--- src/rtl/timer_apb_ctrl_if.sv ---
// APB bus bundle between timer_apb_ctrl (master) and the timer block (slave).
// The spec's upper-case APB signal names are kept as-is.
interface timer_apb_ctrl_if;
  logic        PSEL;
  logic        PENABLE;
  logic        PWRITE;
  logic [31:0] PADDR;
  logic [31:0] PWDATA;
  logic [31:0] PRDATA;

  modport master (output PSEL, PENABLE, PWRITE, PADDR, PWDATA, input PRDATA);
  modport slave  (input PSEL, PENABLE, PWRITE, PADDR, PWDATA, output PRDATA);
endinterface

--- src/rtl/timer_apb_ctrl.sv ---
// APB master that services timer interrupts (read CONTROL, clear pending, write back)
// and arbitrates round-robin between requesters that program timer PERIOD/CONTROL.
module timer_apb_ctrl #(
  parameter int NUM_REQ   = 2,
  parameter int NUM_TIMER = 2,
  parameter int PEND_BIT  = 2
) (
  input  logic                   PCLK,
  input  logic                   PRESETn,
  input  logic [NUM_REQ-1:0]     req_valid,
  output logic [NUM_REQ-1:0]     req_ready,
  input  logic [4*NUM_REQ-1:0]   req_timer,
  input  logic [32*NUM_REQ-1:0]  req_period,
  input  logic [32*NUM_REQ-1:0]  req_control,
  input  logic [NUM_TIMER-1:0]   intr_i,
  timer_apb_ctrl_if.master       apb,
  output logic [8*NUM_TIMER-1:0] intr_count,
  output logic                   busy
);

  localparam int          RW        = (NUM_REQ > 1) ? $clog2(NUM_REQ) : 1;
  localparam logic [31:0] PEND_MASK = 32'd1 << PEND_BIT;

  localparam logic [3:0] IDLE      = 4'd0;
  localparam logic [3:0] CFG_PER_S = 4'd1;
  localparam logic [3:0] CFG_PER_A = 4'd2;
  localparam logic [3:0] CFG_CTL_S = 4'd3;
  localparam logic [3:0] CFG_CTL_A = 4'd4;
  localparam logic [3:0] ISR_RD_S  = 4'd5;
  localparam logic [3:0] ISR_RD_A  = 4'd6;
  localparam logic [3:0] ISR_WR_S  = 4'd7;
  localparam logic [3:0] ISR_WR_A  = 4'd8;

  logic [3:0]    state;
  logic [3:0]    cur_timer;
  logic [31:0]   cur_period;
  logic [31:0]   cur_control;
  logic [31:0]   rd_data;
  logic          cfg_skip;
  logic [RW-1:0] rr_next;
  logic [7:0]    cnt [NUM_TIMER];

  // Interrupt selection: lowest-index asserted line wins.
  logic       any_intr;
  logic [3:0] intr_sel;

  // NOTE: every always_comb output gets a default first so no path leaves it unassigned (no latch).
  always_comb begin
    any_intr = 1'b0;
    intr_sel = '0;
    for (int t = NUM_TIMER - 1; t >= 0; t--) begin
      if (intr_i[t]) begin
        any_intr = 1'b1;
        intr_sel = 4'(t);
      end
    end
  end

  // Round-robin: rotate the request vector so the search starts at rr_next.
  logic [2*NUM_REQ-1:0] req_dbl;
  logic [NUM_REQ-1:0]   req_rot;
  logic                 gnt_found;
  logic [RW-1:0]        gnt_ofs;
  logic [RW:0]          gnt_sum;
  logic [RW-1:0]        gnt_idx;
  logic [RW-1:0]        gnt_after;
  logic [NUM_REQ-1:0]   gnt_onehot;
  logic [3:0]           sel_timer;
  logic [31:0]          sel_period;
  logic [31:0]          sel_control;
  logic                 sel_bad_timer;

  assign req_dbl = {req_valid, req_valid} >> rr_next;
  assign req_rot = req_dbl[NUM_REQ-1:0];

  always_comb begin
    gnt_found = 1'b0;
    gnt_ofs   = '0;
    for (int k = NUM_REQ - 1; k >= 0; k--) begin
      if (req_rot[k]) begin
        gnt_found = 1'b1;
        gnt_ofs   = RW'(k);
      end
    end
    gnt_sum = {1'b0, rr_next} + {1'b0, gnt_ofs};
    if (gnt_sum >= (RW+1)'(NUM_REQ)) gnt_idx = RW'(gnt_sum - (RW+1)'(NUM_REQ));
    else                             gnt_idx = gnt_sum[RW-1:0];
    gnt_after = (gnt_idx == RW'(NUM_REQ - 1)) ? '0 : gnt_idx + RW'(1);
  end

  always_comb begin
    gnt_onehot  = '0;
    sel_timer   = '0;
    sel_period  = '0;
    sel_control = '0;
    for (int i = 0; i < NUM_REQ; i++) begin
      if (gnt_idx == RW'(i)) begin
        gnt_onehot[i] = gnt_found;
        sel_timer     = req_timer[4*i +: 4];
        sel_period    = req_period[32*i +: 32];
        sel_control   = req_control[32*i +: 32];
      end
    end
    sel_bad_timer = ({1'b0, sel_timer} >= 5'(NUM_TIMER));
  end

  // NOTE: sequential state uses non-blocking assignments so every register samples pre-edge values.
  always_ff @(posedge PCLK or negedge PRESETn) begin
    if (!PRESETn) begin
      state       <= IDLE;
      cur_timer   <= '0;
      cur_period  <= '0;
      cur_control <= '0;
      rd_data     <= '0;
      cfg_skip    <= 1'b0;
      rr_next     <= '0;
      req_ready   <= '0;
    end else begin
      req_ready <= '0;
      case (state)
        IDLE: begin
          if (any_intr) begin
            state     <= ISR_RD_S;
            cur_timer <= intr_sel;
            cfg_skip  <= 1'b0;
          end else if (gnt_found) begin
            // Out-of-range timer: still accepted, but CFG_PER_S becomes a silent one-cycle pass.
            state       <= CFG_PER_S;
            cur_timer   <= sel_timer;
            cur_period  <= sel_period;
            cur_control <= sel_control;
            cfg_skip    <= sel_bad_timer;
            req_ready   <= gnt_onehot;
            rr_next     <= gnt_after;
          end
        end
        CFG_PER_S: state <= cfg_skip ? IDLE : CFG_PER_A;
        CFG_PER_A: state <= CFG_CTL_S;
        CFG_CTL_S: state <= CFG_CTL_A;
        CFG_CTL_A: state <= IDLE;
        ISR_RD_S:  state <= ISR_RD_A;
        ISR_RD_A: begin
          rd_data <= apb.PRDATA;
          state   <= ISR_WR_S;
        end
        ISR_WR_S:  state <= ISR_WR_A;
        ISR_WR_A:  state <= IDLE;
        default:   state <= IDLE;
      endcase
    end
  end

  // NOTE: the counter array is small register state, so it is reset explicitly like any other flop.
  always_ff @(posedge PCLK or negedge PRESETn) begin
    if (!PRESETn) begin
      for (int t = 0; t < NUM_TIMER; t++) cnt[t] <= '0;
    end else if (state == ISR_WR_A) begin
      for (int t = 0; t < NUM_TIMER; t++) begin
        if (cur_timer == 4'(t) && cnt[t] != 8'hFF) cnt[t] <= cnt[t] + 8'd1;
      end
    end
  end

  for (genvar t = 0; t < NUM_TIMER; t++) begin : g_cnt
    assign intr_count[8*t +: 8] = cnt[t];
  end

  assign busy = (state != IDLE);

  // APB outputs decode straight from state, so reset forces them idle in the same cycle.
  always_comb begin
    apb.PSEL    = 1'b0;
    apb.PENABLE = 1'b0;
    apb.PWRITE  = 1'b0;
    apb.PADDR   = '0;
    apb.PWDATA  = '0;
    case (state)
      CFG_PER_S, CFG_PER_A: begin
        if (!cfg_skip) begin
          apb.PSEL    = 1'b1;
          apb.PENABLE = (state == CFG_PER_A);
          apb.PWRITE  = 1'b1;
          apb.PADDR   = {24'h0, cur_timer, 4'h4};
          apb.PWDATA  = cur_period;
        end
      end
      CFG_CTL_S, CFG_CTL_A: begin
        apb.PSEL    = 1'b1;
        apb.PENABLE = (state == CFG_CTL_A);
        apb.PWRITE  = 1'b1;
        apb.PADDR   = {24'h0, cur_timer, 4'h0};
        apb.PWDATA  = cur_control;
      end
      ISR_RD_S, ISR_RD_A: begin
        apb.PSEL    = 1'b1;
        apb.PENABLE = (state == ISR_RD_A);
        apb.PADDR   = {24'h0, cur_timer, 4'h0};
      end
      ISR_WR_S, ISR_WR_A: begin
        apb.PSEL    = 1'b1;
        apb.PENABLE = (state == ISR_WR_A);
        apb.PWRITE  = 1'b1;
        apb.PADDR   = {24'h0, cur_timer, 4'h0};
        apb.PWDATA  = rd_data & ~PEND_MASK;
      end
      default: ;
    endcase
  end

endmodule

--- src/flat_wrapper.sv ---
// flat-port wrapper written by rule: the top's interface ports become plain ports
module timer_apb_ctrl_flat 
#(
  parameter int NUM_REQ   = 2,
  parameter int NUM_TIMER = 2,
  parameter int PEND_BIT  = 2
)
  (PCLK, PRESETn, req_valid, req_ready, req_timer, req_period, req_control, intr_i, intr_count, busy, apb_PSEL, apb_PENABLE, apb_PWRITE, apb_PADDR, apb_PWDATA, apb_PRDATA);
  timer_apb_ctrl_if apb_i ();
  input  logic PCLK;
  input  logic PRESETn;
  input  logic [NUM_REQ-1:0] req_valid;
  output logic [NUM_REQ-1:0] req_ready;
  input  logic [4*NUM_REQ-1:0] req_timer;
  input  logic [32*NUM_REQ-1:0] req_period;
  input  logic [32*NUM_REQ-1:0] req_control;
  input  logic [NUM_TIMER-1:0] intr_i;
  output logic [8*NUM_TIMER-1:0] intr_count;
  output logic busy;
  output wire logic [$bits(apb_i.PSEL)-1:0] apb_PSEL;
  output wire logic [$bits(apb_i.PENABLE)-1:0] apb_PENABLE;
  output wire logic [$bits(apb_i.PWRITE)-1:0] apb_PWRITE;
  output wire logic [$bits(apb_i.PADDR)-1:0] apb_PADDR;
  output wire logic [$bits(apb_i.PWDATA)-1:0] apb_PWDATA;
  input wire logic [$bits(apb_i.PRDATA)-1:0] apb_PRDATA;
  assign apb_PSEL = apb_i.PSEL;
  assign apb_PENABLE = apb_i.PENABLE;
  assign apb_PWRITE = apb_i.PWRITE;
  assign apb_PADDR = apb_i.PADDR;
  assign apb_PWDATA = apb_i.PWDATA;
  assign apb_i.PRDATA = apb_PRDATA;
  timer_apb_ctrl #(.NUM_REQ(NUM_REQ), .NUM_TIMER(NUM_TIMER), .PEND_BIT(PEND_BIT)) u_core (.PCLK(PCLK), .PRESETn(PRESETn), .req_valid(req_valid), .req_ready(req_ready), .req_timer(req_timer), .req_period(req_period), .req_control(req_control), .intr_i(intr_i), .apb(apb_i), .intr_count(intr_count), .busy(busy));
endmodule
--- config.mk ---
export PLATFORM = sky130hd
export DESIGN_NAME = timer_apb_ctrl_flat
export DESIGN_NICKNAME = d
export VERILOG_FILES = /design/src/rtl/timer_apb_ctrl_if.sv /design/src/rtl/timer_apb_ctrl.sv /design/src/flat_wrapper.sv
export SDC_FILE = /design/constraint.sdc
export NUM_CORES = 1
export LEC_CHECK = 0
export ABC_AREA = 1
export CORE_MARGIN = 2
export CORE_UTILIZATION = 50
export CTS_BUF_LIST = sky130_fd_sc_hd__clkbuf_8
export CTS_CLUSTER_SIZE = 12
export DETAILED_ROUTE_END_ITERATION = 10
export DONT_BUFFER_PORTS = 1
export GPL_ROUTABILITY_DRIVEN = 0
export PLACE_DENSITY_LB_ADDON = 0.2
export SLEW_MARGIN = 40
export SYNTH_ARGS = -nofsm -noshare
export SYNTH_HDL_FRONTEND = slang
export SYNTH_SLANG_ARGS = --single-unit
--- constraint.sdc ---
create_clock -name PCLK -period 4.25 [get_ports PCLK]
set_clock_uncertainty 0.1 [all_clocks]
set_input_delay 0.85 -clock PCLK [delete_from_list [all_inputs] [get_ports PCLK]]
set_output_delay 0.85 -clock PCLK [all_outputs]
set_load 0.05 [all_outputs]
# Word-level counts from Yosys, hierarchy flattened
# Cells that the tools add are included.
# W data, S select, Z words.
dict set report totals {
  regBits 124
  in_bits 174
  wordCells 81
}
dict set report classes {
  shifts 1
  n_lt_le_gt_ge 2
  muxes 34
  n_eq_ne 12
  n_addsub 5
  n_bitwise 1
  n_reduce_logical 16
}
# op count
set op_table {}
lappend op_table {{$mux W32} 3}
lappend op_table {{$pmux W32 S3} 1}
lappend op_table {{$pmux W32 S2} 1}
lappend op_table {{$pmux W4 S7} 1}
lappend op_table {{$mux W4} 6}
lappend op_table {{$add A8 B1 Y8 const B} 2}
lappend op_table {{$eq A4 B3 Y1 const B} 4}
lappend op_table {{$ne A8 B8 Y1 const B} 2}
lappend op_table {{$mux W1} 14}
lappend op_table {{$eq A4 B1 Y1 const B} 2}
lappend op_table {{$eq A4 B2 Y1 const B} 2}
lappend op_table {{$logic_not A4 Y1} 2}
lappend op_table {{$mux W2} 4}
lappend op_table {{$mux W8} 1}
lappend op_table {{$reduce_or A2 Y1} 4}
lappend op_table {{$reduce_and A2 Y1} 3}
lappend op_table {{$reduce_or A6 Y1} 1}
lappend op_table {{$eq A4 B4 Y1 const B} 1}
lappend op_table {{$ge A4 B2 Y1 const B} 1}
lappend op_table {{$pmux W1 S2} 2}
lappend op_table {{$pmux W1 S4} 1}
lappend op_table {{$reduce_bool A4 Y1} 1}
lappend op_table {{$reduce_or A4 Y1} 1}
lappend op_table {{$shr A4 B1 Y2} 1}
lappend op_table {{9 further kinds} 10}

# Depth between registers and ports, before layout
# Gate-level depths: netlist of the first run.
dict set report logic_depth {
  word_depth 10
  depth_mapped 9
  mapped_depth_nobuf 8
}

# Worst setup path before layout of the first run
# No wires, ideal clock.
dict set report synth_path {
  kind {register to output}
  startpoint {register u_core.state[3]}
  endpoint {output port apb_PWDATA[20]}
  stages_incl_launch_ff 6
  required_ns 3.300
  t_arrival_ns 1.758
  setup_slack_ns 1.542
  path_cell_list {dfrtp_1 nor2_4 nand2_1 and2_1 buf_2 o211ai_1}
}
dict set report synth_via {
  elab_chain_len 3
}
# element line
set synth_lines {}
lappend synth_lines {{from (decl)} timer_apb_ctrl.sv:34} ;# logic [3:0] state;
lappend synth_lines {{from (signal assigned)} timer_apb_ctrl.sv:137} ;# CFG_PER_S: state <= cfg_skip ? IDLE : CFG_PER_A;
lappend synth_lines {{$eq A4 B3 Y1 (tied with other cells)} timer_apb_ctrl.sv:177} ;# case (state)
lappend synth_lines {{$reduce_or A2 Y1 (on tied branches)} -}
lappend synth_lines {{$pmux W32 S3 (*)} timer_apb_ctrl.sv:177}
lappend synth_lines {{to (decl)} flat_wrapper.sv:24} ;# output wire logic [$bits(apb_i.PWDATA)-1:0] apb_PWDATA;
# Every way passes the cells marked *; elsewhere a longest branch is shown, timed or not.

# Worst setup path in the final report of the first run
dict set report layout_path {
  startpoint {register u_core.state[0]}
  endpoint {output port apb_PWDATA[17]}
}
# Same word-level chain as after synthesis.

==> results of run 1 <==
## timing repair
action | in CTS | in global routing
hold buffers | 2 | 0
endpoints found under the hold margin | 119 | 0
gates resized for setup | 0 | 0
## layer usage
metal	vias up	track usage (%)	part of all wire [%]
li1	2866	-	-
met2	220	34.98	45
met3	20	6.550	7.1
met4	0	8.523	1.9
met5	-	0	0
met1	2665	31.95	46
## layout make-up
cell class | instances | share of cell area, %
flip-flops and latches | 123 | 40.95
diodes | 2 | 0.06659
repair buffers | 18 | 2.264
clock buffers | 18 | 3.296
inverters | 75 | 3.779
clock inverters | 12 | 1.798
well taps | 180 | 2.997
multi-input cells | 681 | 44.85
## stage by stage
step           setup WS [ps]  area (um^2)  hold slack, ps
6_report               833.6         7516           213.0
5_1_grt                612.6         7513           281.6
4_1_cts                792.2         7511           282.1
3_5_place_dp            1262         7091           366.8
3_3_place_gp            1266         7068           362.6
2_1_floorplan           1542         7177           349.2
## flip-flops by register name, indices dropped and copies added (netlist names)
name	flops
u_core.intr_count	16
u_core.rd_data	31
u_core.cur_control	32
u_core.cur_period	32
u_core.state	4
u_core.cur_timer	4
u_core.rr_next	1
u_core.cfg_skip	1
u_core.req_ready	2
## cell usage after synthesis (6+ instances only)
library cell / number
inv_1: 70
o21ai_1: 34
nand3_1: 82
mux2_1: 10
clkbuf_1: 18
xor2_1: 6
nand2_1: 418
o211ai_2: 28
mux2_2: 21
nor2_1: 15
buf_2: 19
buf_4: 33
dfrtp_1: 123
nand4_1: 8
## worst max-delay path, stage by stage (launching register included)
cell	delay (ps)
dfrtp_1	430
nor2_2	190
nand3_1	180
nand2_1	520
buf_4	350
nand2_1	110
o211ai_2	260
## worst min-delay path by stage
| stage | startpoint | end | slack, ps | depth (start not counted) |
|---|---|---|---|---|
| 5_1_grt | PRESETn | u_core.intr_count[13]$_DFFE_PN0P_ | 280 | 1 |
| 4_1_cts | PRESETn | u_core.intr_count[13]$_DFFE_PN0P_ | 280 | 1 |
| 3_3_place_gp | u_core.cur_period[17]$_DFFE_PN0P_ | u_core.cur_period[17]$_DFFE_PN0P_ | 360 | 2 |
| 2_1_floorplan | u_core.cur_period[0]$_DFFE_PN0P_ | u_core.cur_period[0]$_DFFE_PN0P_ | 350 | 2 |
| 3_5_place_dp | u_core.cur_period[13]$_DFFE_PN0P_ | u_core.cur_period[13]$_DFFE_PN0P_ | 370 | 2 |
| 6_report | PRESETn | u_core.intr_count[8]$_DFFE_PN0P_ | 210 | 1 |
## power breakdown
group,internal (W),switching [W]
Combinational,0.000764,0.00240
Clock,0.000576,0.000447
Sequential,0.00167,0.000314
## cell families (layout without fill, tap and decap cells)
kind of cell | Yosys count | after routing | share of synthesized area (%)
other | 1 | 29 | 0.05297
adder cells (fa/ha/maj) | 2 | 2 | 0.3534
flip-flops | 123 | 123 | 43.48
multiplexers | 31 | 31 | 4.931
buffers and inverters | 149 | 123 | 10.45
XOR/XNOR | 6 | 6 | 0.7423
AND/OR/NAND/NOR | 538 | 538 | 31.19
AO/OA/AOI/OAI | 77 | 77 | 8.802
==> impl_metrics.yaml, run 1 <==
clock_network:
  cts_buffer_depth: 2
  cts_buffers: 17
  cts_root_buf: "clkbuf_8"
  htreeDepth: 4
  cts_tree: "built"
  cts_setup_buffers: 0
  cts.sinks: 123
  clk_pin_slew_ps: 70
  clk_latency_ps: 430
logic_synthesis:
  synthTopCellsByArea: "dfrtp_1, nand2_1, nand3_1"
  synth_area_mm2: 0.007079
  ys_seq_elements: 123
  ys.flop_type: "dfrtp_1"
  synth_edf_count: 0
  syn_inst: 927
  synth_top_cell_by_area: "dfrtp_1"
  synth.distinct_cells: 33
  synth_area_per_cell_um2: 7.637
  yosys.area.top_type_share_pct: 43.48
  yosys_warnings: 0
  yosysSeqAreaShare_pct: 43.48
  async_flop_share_pct: 100.0
timing:
  timing.slew.headroom_pct: 49.51
  hold_viol: 0
  tightest_slew_ps: 754.7
  setup_viol: 0
  finalCritPeriodShare_pct: 80.39
  finalSetupTns_ps: 0
  maxSlewViolCount: 0
  fin_crit_ps: 3416
  rsz0062_at_grt: "no"
  fmax_ghz: 0.2927
global_routing:
  grt_pass1_vias: 5115
  grt_pass1_wl_um: 26570
  grt_max_degree: 120
  grt_overflow: 0
  grt_use_total_pct: 23.20
  antenna_found_initial: 1
finish:
  final_common_cell: "nand2_1"
  multi_input_area_mm2: 0.003371
  instances_no_fill: 1109
  regArea_mm2: 0.003078
  nNetsFinal: 1092
  layout.cells.most_common_list: "nand2_1, dfrtp_1, nand3_1"
  area_growth_pct: 6.168
  final_util_pct: 54.15
  drive_above_1_share_pct: 12.08
  fill_cells: 1394
floorplan:
  die_x_um: 123.0
  initial_utilization_pct: 51.00
  io-pin-count: 260
  die_area_mm2: 0.01513
  coreArea_mm2: 0.01388
  die_y_um: 123.0
  rows: 43
power:
  p_leak_nw: 3.985
  peakVddDrop_mv: 0.3250
  finalPower_w: 0.006166
  powerDensity_mw_per_mm2: 820.4
critical_path:
  critPathMaxFanout: 16
  r2r-end: "u_core.cur_period[9]$_DFFE_PN0P_"
  critPathKind: "flop to output port"
  startpoint_type: "flop"
  startpoint: "u_core.state[0]$_DFFE_PN0P_"
  r2r_cells: 8
  r2r_slack_ps: 1590
  cp-end-kind: "output port"
  required_ps: 3300
  arrival_ps: 2470
  r2r_start: "u_core.state[3]$_DFFE_PN0P_"
  endpoint: "apb_PWDATA[17]"
route:
  via_per_inst: 5.204
  dr_total_vias: 5771
  wirelength_um: 17620
  final_antenna_net_count: 0
  firstDrtPassIters: 4
  first_iter_violations: 295
  drc: 0
  drt-wirelength-per-cell_um: 15.89
placement:
  dp_hpwl_um: 12340
  dp.cells: 1075
  portBuffers: 0
min_path:
  min_path_type: "input pin to asynchronous set/reset pin"
outcome:
  status: "completed"
job:
  cap_violations: 0
(Power assumes the default switching activity.)
==> run 2, diff against run 1 <==
==> constraint.sdc (replaced) <==
create_clock -name PCLK -period 3.6 [get_ports PCLK]
set_clock_uncertainty 0.1 [all_clocks]
set_input_delay 0.72 -clock PCLK [delete_from_list [all_inputs] [get_ports PCLK]]
set_output_delay 0.72 -clock PCLK [all_outputs]
set_load 0.05 [all_outputs]
==> impl_metrics.yaml, run 2 (same netlist as run 1, synthesis figures left out) <==
outcome:
  status: "finished with violations"
  violations: "hold timing"
global_routing:
  antenna_found_initial: 0
  grt_max_degree: 124
  grt_overflow: 0
  grt_pass1_vias: 5183
  grt_use_total_pct: 24.00
  grt_pass1_wl_um: 27390
finish:
  fill_cells: 1384
  multi_input_area_mm2: 0.003371
  nNetsFinal: 1092
  layout.cells.most_common_list: "nand2_1, dfrtp_1, nand3_1"
  top_regs: "u_core.cur_control: 32 flops, u_core.cur_period: 32 flops, u_core.rd_data: 31 flops"
  regArea_mm2: 0.003078
  drive_above_1_share_pct: 12.59
  area_growth_pct: 6.893
  final_common_cell: "nand2_1"
timing:
  hold_viol: 123
  setup_viol: 0
  maxSlewViolCount: 0
  fin_crit_ps: 3254
  finalSetupTns_ps: 0
  hold_slack_ps: -128.1
  tightest_slew_ps: 712.7
  timing.slew.headroom_pct: 52.49
  fmax_ghz: 0.3074
  finalCritPeriodShare_pct: 90.38
  rsz0062_at_grt: "no"
route:
  drt-wirelength-per-cell_um: 16.08
  dr_total_vias: 5761
  first_iter_violations: 323
  wirelength_um: 17850
  via_per_inst: 5.190
  drc: 0
  firstDrtPassIters: 6
  final_antenna_net_count: 0
critical_path:
  cp_slowest_cell: "o211ai_2"
  critPathKind: "flop to output port"
  r2r_start: "u_core.state[0]$_DFFE_PN0P_"
  cpPeakStageDelay_ps: 570
  startpoint_type: "flop"
  arrival_ps: 2430
  cp-end-kind: "output port"
  path_cells: "nor2_4 -> nand2_1 -> and2_2 -> buf_4 -> o211ai_2"
  critPathMaxFanout: 17
  startpoint: "u_core.state[3]$_DFFE_PN0P_"
  required_ps: 2780
min_path:
  min_path_type: "input pin to asynchronous set/reset pin"
clock_network:
  cts-resized-gates: 0
  clk_pin_slew_ps: 70
  cts_setup_buffers: 0
  htreeDepth: 4
  cts_root_buf: "clkbuf_8"
  cts.sinks: 123
  cts_tree: "built"
  cts_buffer_depth: 2
  clk_latency_ps: 440
  cts_buffers: 17
power:
  p_leak_nw: 3.996
  peakVddDrop_mv: 0.3477
  powerDensity_mw_per_mm2: 984.2
  finalPower_w: 0.007448
floorplan:
  rows: 43
  coreArea_mm2: 0.01388
  die_area_mm2: 0.01513
  die_x_um: 123.0
  io-pin-count: 260
  initial_utilization_pct: 51.00
  die_y_um: 123.0
placement:
  portBuffers: 0
  dp_hpwl_um: 12470
job:
  cap_violations: 0
-- run 2: changes by cell type in the layout (fill, tap and decap cells not counted), sizes merged --
| cell | before | now |
|---|---|---|
| clkbuf | 18 | 20 |
| clkinvlp | 2 | 4 |
| inv | 78 | 76 |
| buf | 17 | 18 |
| bufinv | 3 | 4 |
| clkinv | 4 | 3 |
| diode | 2 | 1 |
| dlygate4sd3 | 1 | 0 |
-- run 2: per-stage QoR --
stage | utilization [%] | worst slack, ps | instances | instance area [um^2]
2_1_floorplan | - | 1022 | 953 | 7177
3_3_place_gp | 51.28 | 814.3 | 1077 | 7118
3_5_place_dp | 51.28 | 809.8 | 1077 | 7118
4_1_cts | 54.50 | 321.5 | 1109 | 7565
5_1_grt | 54.50 | 206.9 | 1109 | 7565
6_report | 54.52 | 346.5 | 1110 | 7567
-- run 2: path summary, 6_finish.rpt --
check	cells after the start	end	slack (ps)
setup reg to reg	8	u_core.cur_control[14]$_DFFE_PN0P_	1460
min in group PCLK	1	u_core.rd_data[23]$_DFFE_PN0P_	310
hold / removal	0	u_core.intr_count[8]$_DFFE_PN0P_	-130
max in group asynchronous	0	u_core.cur_period[27]$_DFFE_PN0P_	3300
setup / recovery	5	apb_PWDATA[16]	350
hold reg to reg	2	u_core.cur_period[30]$_DFFE_PN0P_	380
-- run 2: worst max-delay path: cells and delay by family (launching register included) --
kind | cells | cell delay (ps)
AND/OR/NAND/NOR | 3 | 660
flip-flops | 1 | 450
AO/OA/AOI/OAI | 1 | 570
buffers and inverters | 1 | 310
-- run 2: power by group --
part           switching, W  total (W)  internal [W]
clock              0.000561    0.00137      0.000804
sequential         0.000392    0.00236       0.00197
combinational       0.00280    0.00372      0.000921
-- run 2: final cells by class --
| cell class | count | area share [%] |
|---|---|---|
| clock buffer | 20 | 3.638 |
| clock inverter | 12 | 2.265 |
| timing repair buffer | 18 | 2.116 |
| sequential | 123 | 40.67 |
| inverter | 75 | 3.753 |
| multi-input combinational | 681 | 44.54 |
| tap | 180 | 2.976 |
| antenna | 1 | 0.03307 |
-- run 2: routing by layer --
layer / up-vias / share of wire [%] / track usage (%)
met3: 21 / 7.6 / 6.688
met4: 0 / 1.5 / 8.310
li1: 2865 / - / -
met1: 2652 / 45 / 33.02
met5: - / 0 / 0
met2: 223 / 46 / 36.53
==> run 3, diff against run 2 <==
--- a/config.mk
+++ b/config.mk
@@ -5,7 +5,7 @@
 export SDC_FILE = /design/constraint.sdc
 export NUM_CORES = 1
 export LEC_CHECK = 0
-export ABC_AREA = 1
+export ABC_AREA = 0
 export CORE_MARGIN = 2
 export CORE_UTILIZATION = 50
 export CTS_BUF_LIST = sky130_fd_sc_hd__clkbuf_8
@@ -14,6 +14,7 @@
 export DONT_BUFFER_PORTS = 1
 export GPL_ROUTABILITY_DRIVEN = 0
 export PLACE_DENSITY_LB_ADDON = 0.2
+export SETUP_SLACK_MARGIN = 0.05
 export SLEW_MARGIN = 40
 export SYNTH_ARGS = -nofsm -noshare
 export SYNTH_HDL_FRONTEND = slang
==> impl_metrics.yaml, run 3 <==
route:
  first_iter_violations: 332
  wirelength_um: 14350
  drc: 0
  drt-wirelength-per-cell_um: 18.62
  firstDrtPassIters: 6
  dr_total_vias: 4345
  final_antenna_net_count: 0
  via_per_inst: 5.636
clock_network:
  cts_tree: "built"
  cts.sinks: 123
  cts_buffer_depth: 2
  clk_pin_slew_ps: 70
  cts_buffers: 17
  cts_root_buf: "clkbuf_8"
  htreeDepth: 4
  clk_latency_ps: 440
critical_path:
  arrival_ps: 2570
  cp_slowest_cell: "dfrtp_1"
  r2r_slack_ps: 760
  cp-end-kind: "output port"
  r2r_cells: 5
  required_ps: 2780
  critPathKind: "flop to output port"
  r2r_start: "u_core.state[0]$_DFFE_PN0P_"
  startpoint_type: "flop"
  path_cells: "and4b_1 -> or2_2 -> buf_16 -> a222oi_1 -> inv_1"
  crit_buf_inv: 2
  r2r-end: "u_core.cur_period[5]$_DFFE_PN0P_"
  crit_family: "simple AND/OR/NAND/NOR gates"
  critPathMaxFanout: 22
  startpoint: "u_core.state[1]$_DFFE_PN0P_"
  cpPeakStageDelay_ps: 560
finish:
  instances_no_fill: 771
  fin_area_mm2: 0.006708
  fill_cells: 1116
  area_growth_pct: 6.264
  diodes: 0
  nNetsFinal: 765
  layout.cells.most_common_list: "dfrtp_1, nand2_1, mux2i_1"
  drive_above_1_share_pct: 18.03
  final_common_cell: "dfrtp_1"
  top_regs: "u_core.cur_control: 32 flops, u_core.cur_period: 32 flops, u_core.rd_data: 31 flops"
logic_synthesis:
  synth_top_cell_by_area: "dfrtp_1"
  synthTopCellsByArea: "dfrtp_1, mux2i_1, mux2_2"
  synth.distinct_cells: 46
  yosys.area.top_type_share_pct: 48.76
  synth_common_cells: "dfrtp_1, nand2_1, mux2i_1"
  synth_area_per_cell_um2: 10.63
  yosysSeqAreaShare_pct: 48.76
  ys.flop_type: "dfrtp_1"
  synth_edf_count: 0
  ys_seq_elements: 123
  synth_area_mm2: 0.006312
  syn_inst: 594
  yosysMostFrequentCell: "dfrtp_1"
  async_flop_share_pct: 100.0
  yosys_warnings: 0
power:
  peakVddDrop_mv: 0.5554
  p_leak_nw: 3.332
  powerDensity_mw_per_mm2: 1044
floorplan:
  rows: 41
  coreArea_mm2: 0.01247
  die_y_um: 116.4
  die_area_mm2: 0.01354
  die_x_um: 116.4
  io-pin-count: 260
  initial_utilization_pct: 50.64
outcome:
  violations: "hold timing"
  status: "finished with violations"
timing:
  finalSetupTns_ps: 0
  timing.slew.headroom_pct: 49.07
  setup_viol: 0
  hold_slack_ps: -126.5
  tightest_slew_ps: 764.0
  fin_crit_ps: 3392
  hold_viol: 123
  fmax_ghz: 0.2948
  maxSlewViolCount: 0
  rsz0062_at_grt: "no"
  finalCritPeriodShare_pct: 94.21
global_routing:
  grt_pass1_wl_um: 21570
  grt_use_total_pct: 21.38
  grt_max_degree: 124
  grt_pass1_vias: 4125
  grt_overflow: 0
  antenna_found_initial: 0
placement:
  placed_cell_area_mm2: 0.006354
  dp_hpwl_um: 9751
  dp.cells: 741
  portBuffers: 0
job:
  cap_violations: 0
min_path:
  min_path_type: "input pin to asynchronous set/reset pin"
-- run 3: cell types whose count changed in the layout (fill, tap and decap cells not counted), moves of 10 or more --
cell,before,now
o21ai_2,0,15
nand3_1,82,5
a222oi_1,0,31
mux2_1,10,0
o21ai_1,34,49
inv_1,72,34
o211ai_2,28,0
mux2_2,21,34
nand2_1,414,77
mux2i_1,0,69
-- run 3: kinds of logic after synthesis --
family	count (synthesis)	synth area share [%]
other	1	0.05941
buffers and inverters	104	9.019
and+or+nand+nor	130	9.534
AOI/OAI and AO/OA	116	13.12
muxes	103	17.01
xor gates and xnor gates	14	1.942
DFF	123	48.76
adders and majority gates	3	0.5549
-- run 3: timing repair --
item	CTS	global route
resized for setup	0	4
endpoints found under the hold margin	123	123
buffers inserted	0	0
setup endpoints to repair	0	15
-- run 3: power by group --
group / switching, W / internal, W
sequential: 0.000489 / 0.00199
combinational: 0.00246 / 0.00104
clock: 0.000524 / 0.000508
total: 0.00347 / 0.00354
-- run 3: layout make-up --
| type | instances | area [um^2] | area share, % |
|---|---|---|---|
| Inverter | 37 | 138.9 | 2.071 |
| Sequential cell | 123 | 3079 | 45.91 |
| Clock buffer | 20 | 275.3 | 4.104 |
| Timing Repair Buffer | 17 | 160.2 | 2.388 |
| Clock inverter | 9 | 50.05 | 0.7461 |
| Tap cell | 172 | 215.2 | 3.208 |
| Multi-Input combinational cell | 393 | 2789 | 41.58 |
-- run 3: worst reg2reg max path, stage by stage (launching register included) --
cell and delay (ps):
dfrtp_1 550, or4_4 680, or4_4 820, buf_12 380
nand2_1 140, o21ai_2 60
-- run 3: per-stage QoR --
stage               hold slack [ps]  worst slack [ps]  power (W)  utilization [%]
global placement              327.5             601.3   0.005884            50.97
finish                       -126.5             208.4   0.007006            53.81
global route                 -172.2             55.29   0.007455            53.81
detailed placement            328.4             549.2   0.005985            50.97
floorplan                     324.4             361.3   0.005366                -
CTS                          -162.1             51.75   0.007029            53.58
-- run 3: worst max-delay path by stage --
stage | end | slack, ps | cells after the start
2_1_floorplan | apb_PWDATA[0] | 360 | 5
3_3_place_gp | apb_PWDATA[8] | 600 | 4
5_1_grt | apb_PWDATA[25] | 60 | 5
4_1_cts | apb_PWDATA[8] | 50 | 4
3_5_place_dp | apb_PWDATA[8] | 550 | 4
6_report | apb_PWDATA[15] | 210 | 5
-- run 3: routing by layer --
| layer | vias to the layer above | track usage (%) | wire length, um |
|---|---|---|---|
| li1 | 2039 | - | - |
| met1 | 2120 | 26.52 | 5948 |
| met2 | 172 | 34.53 | 7198 |
| met3 | 14 | 8.199 | 1057 |
| met4 | 0 | 7.063 | 150 |
| met5 | - | 0 | 0 |
